==> src/rtl/camera_capture.sv <==
// camera_capture: OV7670 capture stage feeding the frame buffer.
// Packs RGB565 byte pairs into RGB332 and issues one write per stored pixel
// at address x + y*SCREEN_WIDTH, plus a frame-complete pulse on VSYNC rise.
module camera_capture #(
  parameter int SCREEN_WIDTH  = 176,
  parameter int SCREEN_HEIGHT = 144,
  parameter int ADDR_WIDTH    = 15
) (
  input  logic                  CLOCK,
  input  logic                  RESET,
  input  logic                  VSYNC,
  input  logic                  HREF,
  input  logic [7:0]            CAM_DATA,
  output logic [7:0]            PIXEL_OUT,
  output logic [ADDR_WIDTH-1:0] W_ADDR,
  output logic                  W_EN,
  output logic                  FRAME_DONE,
  output logic [7:0]            LINE_COUNT
);

  typedef enum logic [1:0] {
    WAIT_VS_HIGH,
    WAIT_VS_LOW,
    CAPTURE
  } state_t;

  localparam logic [9:0]            X_LIMIT    = 10'(SCREEN_WIDTH);
  localparam logic [9:0]            Y_LIMIT    = 10'(SCREEN_HEIGHT);
  localparam logic [9:0]            X_MAX      = 10'd1023;
  localparam logic [ADDR_WIDTH-1:0] ROW_STRIDE = ADDR_WIDTH'(SCREEN_WIDTH);

  state_t                state, state_next;
  logic [9:0]            x, x_next;
  logic [9:0]            y, y_next;
  logic                  phase, phase_next;
  // Only the R[7:5] and G[2:0] bits of the first byte survive the packing
  logic [5:0]            byte1, byte1_next;
  logic                  href_q;
  logic [7:0]            pixel_next;
  logic [ADDR_WIDTH-1:0] addr_next;
  logic                  wen_next;
  logic                  done_next;
  logic [7:0]            line_next;
  logic [ADDR_WIDTH-1:0] pix_addr;

  assign pix_addr = ADDR_WIDTH'(x) + ADDR_WIDTH'(y) * ROW_STRIDE;

  // Register the FSM state, counters, outputs and the delayed HREF used for line-end detection
  always_ff @(posedge CLOCK or posedge RESET) begin
    if (RESET) begin
      state      <= WAIT_VS_HIGH;
      x          <= '0;
      y          <= '0;
      phase      <= 1'b0;
      byte1      <= '0;
      href_q     <= 1'b0;
      PIXEL_OUT  <= '0;
      W_ADDR     <= '0;
      W_EN       <= 1'b0;
      FRAME_DONE <= 1'b0;
      LINE_COUNT <= '0;
    end else begin
      state      <= state_next;
      x          <= x_next;
      y          <= y_next;
      phase      <= phase_next;
      byte1      <= byte1_next;
      href_q     <= HREF;
      PIXEL_OUT  <= pixel_next;
      W_ADDR     <= addr_next;
      W_EN       <= wen_next;
      FRAME_DONE <= done_next;
      LINE_COUNT <= line_next;
    end
  end

  // Frame framing, pixel assembly and line bookkeeping; VSYNC outranks HREF in CAPTURE
  always_comb begin
    state_next = state;
    x_next     = x;
    y_next     = y;
    phase_next = phase;
    byte1_next = byte1;
    pixel_next = PIXEL_OUT;
    addr_next  = W_ADDR;
    wen_next   = 1'b0;
    done_next  = 1'b0;
    line_next  = LINE_COUNT;
    case (state)
      WAIT_VS_HIGH: begin
        if (VSYNC) state_next = WAIT_VS_LOW;
      end
      WAIT_VS_LOW: begin
        if (!VSYNC) begin
          state_next = CAPTURE;
          x_next     = '0;
          y_next     = '0;
          phase_next = 1'b0;
          line_next  = '0;
        end
      end
      CAPTURE: begin
        if (VSYNC) begin
          done_next  = 1'b1;
          state_next = WAIT_VS_LOW;
        end else if (HREF) begin
          if (!phase) begin
            byte1_next = {CAM_DATA[7:5], CAM_DATA[2:0]};
            phase_next = 1'b1;
          end else begin
            phase_next = 1'b0;
            if (x != X_MAX) x_next = x + 10'd1;
            if ((x < X_LIMIT) && (y < Y_LIMIT)) begin
              wen_next   = 1'b1;
              addr_next  = pix_addr;
              pixel_next = {byte1, CAM_DATA[4:3]};
            end
          end
        end else if (href_q) begin
          x_next     = '0;
          phase_next = 1'b0;
          if (x != 10'd0) begin
            if (y < Y_LIMIT) y_next = y + 10'd1;
            if (LINE_COUNT != 8'hFF) line_next = LINE_COUNT + 8'd1;
          end
        end
      end
      default: state_next = WAIT_VS_HIGH;
    endcase
  end

endmodule

==> config.mk <==
export PLATFORM = sky130hd
export DESIGN_NAME = camera_capture
export DESIGN_NICKNAME = d
export VERILOG_FILES = /design/src/rtl/camera_capture.sv
export SDC_FILE = /design/constraint.sdc
export NUM_CORES = 1
export LEC_CHECK = 0
export ABC_AREA = 1
export BUFFER_PORTS_ARGS = -buffer_cell sky130_fd_sc_hd__buf_2
export CORE_ASPECT_RATIO = 0.7
export CORE_MARGIN = 5
export CORE_UTILIZATION = 45
export CTS_CLUSTER_SIZE = 25
export DETAILED_ROUTE_END_ITERATION = 10
export GPL_TIMING_DRIVEN = 0
export PLACE_DENSITY = 0.69
export SLEW_MARGIN = 40
export SYNTH_ARGS = -nofsm -noshare
export SYNTH_HDL_FRONTEND = slang
export SYNTH_SLANG_ARGS = --single-unit
==> constraint.sdc <==
create_clock -name CLOCK -period 3.86 [get_ports CLOCK]
set_input_delay 0.579 -clock CLOCK [delete_from_list [all_inputs] [get_ports CLOCK]]
set_output_delay 0.579 -clock CLOCK [all_outputs]
set_load 0.1 [all_outputs]
==> results.py, run 1 <==
metrics = {
    "outcome": {
        "run_status": "finished, final reports clean",
    },
    "floorplan": {
        "die_w_um": 125,
        "io-pin-count": 45,
        "fp-row-count": 29,
        "die-area_mm2": 0.0112,
        "core-area_mm2": 0.00900,
        "dieHeight_um": 90.2,
        "start_util_pct": 45.9,
    },
    "synthesis": {
        "ys_warn_count": 0,
        "syn_area_mm2": 0.00413,
        "ys_types": 38,
        "synthCells": 530,
        "synth.net_count": 577,
        "ys_async_sr_fraction_pct": 100,
        "synth_seq_area_share_pct": 38.1,
        "avgSynthCellArea_um2": 7.80,
        "ys_seq_elements": 63,
        "ys.flop_type": "dfrtp_1",
        "synth_edf_count": 0,
    },
    "pwr": {
        "power_frac_clock_pct": 33.5,
        "p_leak_nw": 2.64,
        "comb_power_share_pct": 32.0,
        "vdd_drop_max_mv": 0.601,
        "p_int_w": 0.00141,
        "swShare_pct": 40.7,
        "p_sw_w": 0.000966,
        "seqPwrFrac_pct": 34.5,
        "p_per_area_mw_per_mm2": 492,
    },
    "worst_setup_path": {
        "rr_worst_depth": 16,
        "worstSetupPathType": "register to register",
        "worstPathArrival_ps": 3670,
        "startpoint": "y[3]",
        "crit_path_max_fanout": 8,
        "worstReg2RegEnd": "W_ADDR[14]",
        "worst-endpoint-required_ps": 4080,
        "crit_end": "W_ADDR[14]",
        "cp-end-kind": "register",
        "cp-start-kind": "register",
        "ff2ff_setup_slack_ps": 410,
        "r2r-start": "y[3]",
    },
    "sta": {
        "rsz0062_at_grt": "false",
        "max_clock_freq_mhz": 290,
        "tns_ps": 0,
        "period_needed_ps": 3450,
        "clock_skew_ps": 3.78,
        "setup_ws_ps": 415,
        "finalSetupViolations": 0,
        "period_share_pct": 89.3,
        "worst_pin_slew_ps": 491,
        "hold_viol": 0,
        "max_slew_margin_pct": 67.2,
        "drv_slew": 0,
    },
    "cts": {
        "cts_made_buffers": 9,
        "cts_hold_buf": 0,
        "h-tree-depth": 3,
        "ctsResizeCount": 0,
        "root_buffer": "clkbuf_16",
        "tritoncts": "yes",
        "clock_sinks": 63,
        "cts_buffer_depth": 2,
        "clk_pin_slew_worst_paths_ps": 50,
        "post-cts-setup-buffer-count": 0,
        "clock_latency_ps": 330,
    },
    "final_layout": {
        "area_delta_synth_final_pct": 16.6,
        "postLayoutCellArea_mm2": 0.00482,
        "fin_nets": 633,
        "final_layout_size_suffix_gt1_share_pct": 16.9,
        "final_cell_count_no_fill": 714,
        "diodes": 0,
        "fillCellCount": 872,
    },
    "global_route": {
        "grt_max_degree": 39,
        "overflow": 0,
        "grt_first_pass_wirelength_mm": 15.8,
        "antenna_found_initial": 0,
        "grtUsageTotal_pct": 17.0,
        "grt_pass1_vias": 3339,
    },
    "place": {
        "portBuffers": 44,
        "post-place-ws_ps": 444,
        "place_area_mm2": 0.00453,
        "place.gp.congestion": 0.892,
        "detailed_place_hpwl_mm": 6.86,
        "placed_cells": 699,
    },
    "drt": {
        "ant_nets": 0,
        "post_drt_wl_per_cell_um": 12.5,
        "vias": 3441,
        "drt-vias-per-instance": 4.82,
        "dr.pass1.iters": 4,
        "drc": 0,
        "drt-initial-drc-count": 127,
        "wl_mm": 8.90,
    },
    "flow_run": {
        "max-cap-violations": 0,
    },
    "hold_path": {
        "hp-class": "input port to asynchronous set/reset pin",
    },
}
## worst max-delay path, stage by stage, from the launching register on
cell and delay, ps:
dfrtp_1 480, ha_1 340, fa_1 460, ha_1 370, nand2_1 110, nand3_1 130
xor2_1 170, ha_1 360, nand2_1 80, nor2_1 80, nand2_1 60, nand3_1 100
nand2_1 80, nor2_1 240, nand4_1 130, nand3_1 110, nand2_1 50
## registers in the layout, indices dropped and copies added (netlist names)
register	cells
W_ADDR	15
x	10
y	10
LINE_COUNT	8
PIXEL_OUT	8
byte1	6
state	2
FRAME_DONE	1
W_EN	1
href_q	1
phase	1
## synth_stat cells (8+ instances only)
cell / count / area share [%]
nand3_1: 31 / 3.8
ha_1: 27 / 8.2
xor2_1: 15 / 3.2
dfrtp_1: 63 / 38
a21oi_1: 11 / 1.3
o21ai_1: 23 / 2.8
nand2_1: 161 / 15
nor2_1: 41 / 3.7
fa_1: 8 / 3.9
inv_1: 73 / 6.6
## worst min path at each step
stage,slack [ps],end,cells after the start,from
global placement,460,PIXEL_OUT[6],2,byte1[4]
CTS,220,W_EN,2,RESET
floorplan,440,PIXEL_OUT[4],2,byte1[2]
global route,240,W_EN,2,RESET
detailed placement,460,PIXEL_OUT[6],2,PIXEL_OUT[6]
finish,220,PIXEL_OUT[1],2,RESET
## cell type report
cell class,instances,area [µm²],share of cell area [%]
multi-input cells,379,2190,45.5
clock inverters,3,43.8,0.908
well taps,124,155,3.22
plain buffers,9,62.6,1.30
inverters,79,304,6.31
repair buffers,45,240,4.98
flip-flops and latches,63,1580,32.7
clock buffers,12,246,5.11
## per-stage QoR
stage | total power, W | hold slack (ps) | util (%)
2_1_floorplan | 0.00145 | 438 | -
3_3_place_gp | 0.00158 | 458 | 50.1
3_5_place_dp | 0.00159 | 460 | 50.4
4_1_cts | 0.00241 | 223 | 53.6
5_1_grt | 0.00248 | 243 | 53.6
6_report | 0.00237 | 216 | 53.6
## power by group through the flow
stage	registers, W	clock network, W	logic, W
after detailed placement	0.000830	0	0.000765
final	0.000820	0.000796	0.000759
after CTS	0.000820	0.000818	0.000766
after global routing	0.000833	0.000842	0.000802
after floorplan	0.00126	0	0.000195
after global placement	0.000826	0	0.000753
## logic make-up after synthesis
| group | Yosys count | synth area share, % |
|---|---|---|
| AOI/OAI and AO/OA | 49 | 6.78 |
| xor gates and xnor gates | 20 | 4.24 |
| buffers and inverters | 88 | 8.81 |
| DFF | 63 | 38.1 |
| and+or+nand+nor | 272 | 29.2 |
| muxes | 3 | 0.817 |
| adders and majority gates | 35 | 12.0 |
## layout by cell type, fill, tap and decap left out, types with 9 or more instances in the layout
cell type,count
dfrtp_1,63
clkbuf_16,9
buf_2,49
nor2_1,41
inv_1,72
nand2_1,161
nand3_1,31
o21ai_1,23
a21oi_1,11
xor2_1,15
ha_1,27
## layer usage
layer | up-vias | global-route usage (%) | part of all wire, %
met5 | - | 0 | 0
li1 | 1782 | - | -
met3 | 8 | 5.39 | 4.9
met1 | 1588 | 23.0 | 50
met2 | 63 | 26.4 | 44
met4 | 0 | 4.11 | 1.0
Note: power is estimated with default switching activity, not from simulation.
==> inputs of run 2 (changes only) <==
- CELL_PAD_IN_SITES_DETAIL_PLACEMENT: not set -> 0
- CELL_PAD_IN_SITES_GLOBAL_PLACEMENT: not set -> 1
- CORE_UTILIZATION: 45 -> 44
- PLACE_DENSITY: 0.69 -> 0.85
- clock period: 3.86 -> 3.81 ns (I/O delays scaled with it)
==> run 2 against run 1 <==
  * Sequential share of layout area is essentially flat
  * Cell count grew 0.14%
  * Combinational power grew 2%
  * Non-clock buffer count is the same
  * Largest power group unchanged
==> results.py, run 2 (synthesis results as in run 1) <==
metrics = {
    "outcome": {
        "run_status": "finished, final reports clean",
    },
    "sta": {
        "max_slew_margin_pct": 63.1,
        "clock_skew_ps": 8.98,
        "hold_viol": 0,
        "tns_ps": 0,
        "period_needed_ps": 3480,
        "worst_pin_slew_ps": 554,
        "drv_slew": 0,
        "finalSetupViolations": 0,
        "max_clock_freq_mhz": 288,
        "rsz0062_at_grt": "false",
        "period_share_pct": 91.3,
    },
    "drt": {
        "dr.pass1.iters": 5,
        "ant_nets": 0,
        "highest_layer": "met4",
        "drt-vias-per-instance": 4.83,
        "drc": 0,
        "wl_met1_mm": 4.67,
        "post_drt_wl_per_cell_um": 12.8,
        "dr_wl_met3_um": 446,
        "vias": 3454,
        "dr_wl_met2_mm": 4.01,
        "drt-initial-drc-count": 181,
        "wl_mm": 9.16,
    },
    "cts": {
        "cts_buffer_depth": 2,
        "root_buffer": "clkbuf_16",
        "clk_pin_slew_worst_paths_ps": 50,
        "cts_made_buffers": 9,
        "clock_sinks": 63,
        "clock_latency_ps": 330,
        "post-cts-setup-buffer-count": 0,
        "ctsResizeCount": 0,
        "tritoncts": "yes",
        "cts_hold_buf": 0,
        "h-tree-depth": 3,
    },
    "floorplan": {
        "dieHeight_um": 91.1,
        "die_w_um": 126,
        "io-pin-count": 45,
        "core-area_mm2": 0.00911,
        "die-area_mm2": 0.0115,
        "start_util_pct": 45.4,
        "fp-row-count": 29,
    },
    "final_layout": {
        "final_common_cell": "nand2_1",
        "largest_reg_flops": 15,
        "fillCellCount": 906,
        "diodes": 0,
        "largestRegisters": "W_ADDR: 15 flops, x: 10 flops, y: 10 flops",
        "largest_register": "W_ADDR",
        "final_cell_mix": "nand2_1, inv_1, dfrtp_1, buf_2, nor2_1",
        "final_layout_size_suffix_gt1_share_pct": 16.9,
        "fin_nets": 633,
        "area_delta_synth_final_pct": 16.7,
        "final_cell_count_no_fill": 715,
    },
    "worst_setup_path": {
        "worst-endpoint-required_ps": 4030,
        "cp-start-kind": "register",
        "critical_path.max_stage_delay_ps": 480,
        "crit_path_max_fanout": 8,
        "worstReg2RegEnd": "W_ADDR[14]",
        "ff2ff_setup_slack_ps": 330,
        "worst-path-buf-inv": 0,
        "rr_worst_depth": 16,
        "worstPathArrival_ps": 3700,
        "cp-end-kind": "register",
        "cpMostUsedCell": "nand2_1",
        "crit_chain": "ha_1 -> fa_1 -> ha_1 -> nand2_1 -> nand3_1 -> xor2_1 -> ha_1 -> nand2_1 -> nor2_1 -> nand2_1 -> nand3_1 -> nand2_1 -> nor2_1 -> nand4_1 -> nand3_1 -> nand2_1",
        "r2r-start": "y[3]",
        "crit_path_top_delay_cell": "dfrtp_1",
        "worstSetupPathType": "register to register",
        "critPathTopFamily": "adder cells",
    },
    "flow_run": {
        "max-cap-violations": 0,
    },
    "global_route": {
        "grt_pass1_vias": 3383,
        "grtUsageTotal_pct": 16.8,
        "grt_max_degree": 44,
        "overflow": 0,
        "grt_first_pass_wirelength_mm": 15.7,
        "antenna_found_initial": 0,
    },
    "place": {
        "place.gp.congestion": 0.856,
        "detailed_place_hpwl_mm": 7.02,
        "portBuffers": 44,
        "placed_cells": 699,
    },
    "pwr": {
        "vdd_drop_max_mv": 0.422,
        "p_leak_nw": 2.64,
        "p_per_area_mw_per_mm2": 500,
    },
    "hold_path": {
        "hp-class": "input port to asynchronous set/reset pin",
    },
}
==> run 2: area by class of cell <==
type                       instances  area (µm²)  area share (%)
multi-input combinational        379        2190            45.5
buffer                             9        62.6            1.30
clock buffer                      13         250            5.19
clock inverter                     3        42.5           0.882
sequential                        63        1580            32.7
timing repair buffer              45         240            4.98
tap                              124         155            3.22
inverter                          79         304            6.30
==> run 2: power by group <==
group	leakage [nW]	total, W	switching [W]	internal, W
registers	0.847	0.000832	0.0000618	0.000770
clock network	0.140	0.000810	0.000287	0.000523
logic	1.65	0.000772	0.000635	0.000137
total	2.64	0.00241	0.000984	0.00143
==> run 2: metal layers <==
layer  vias to the layer above  global-route usage, %
met5                         -                      0
met1                      1593                   23.6
li1                       1785                      -
met4                         0                   5.09
met3                         2                   4.46
met2                        74                   25.7
==> run 2: per-stage QoR <==
step	power [W]	cell area (µm²)	util, %	hold slack [ps]	worst slack (ps)
after floorplan	0.00147	4130	-	438	696
after global placement	0.00160	4510	49.5	458	436
after detailed placement	0.00162	4530	49.8	461	313
after CTS	0.00244	4820	53.0	196	303
after global routing	0.00252	4820	53.0	218	18.8
final	0.00241	4820	53.0	195	332
==> run 2: worst max path at each step <==
stage / slack, ps / from / cells after the start / to
after floorplan: 700 / y[3] / 16 / W_ADDR[14]
after global placement: 440 / y[3] / 16 / W_ADDR[14]
after detailed placement: 310 / y[3] / 16 / W_ADDR[14]
after CTS: 300 / y[3] / 16 / W_ADDR[14]
after global routing: 20 / y[3] / 16 / W_ADDR[14]
final: 330 / y[3] / 16 / W_ADDR[14]
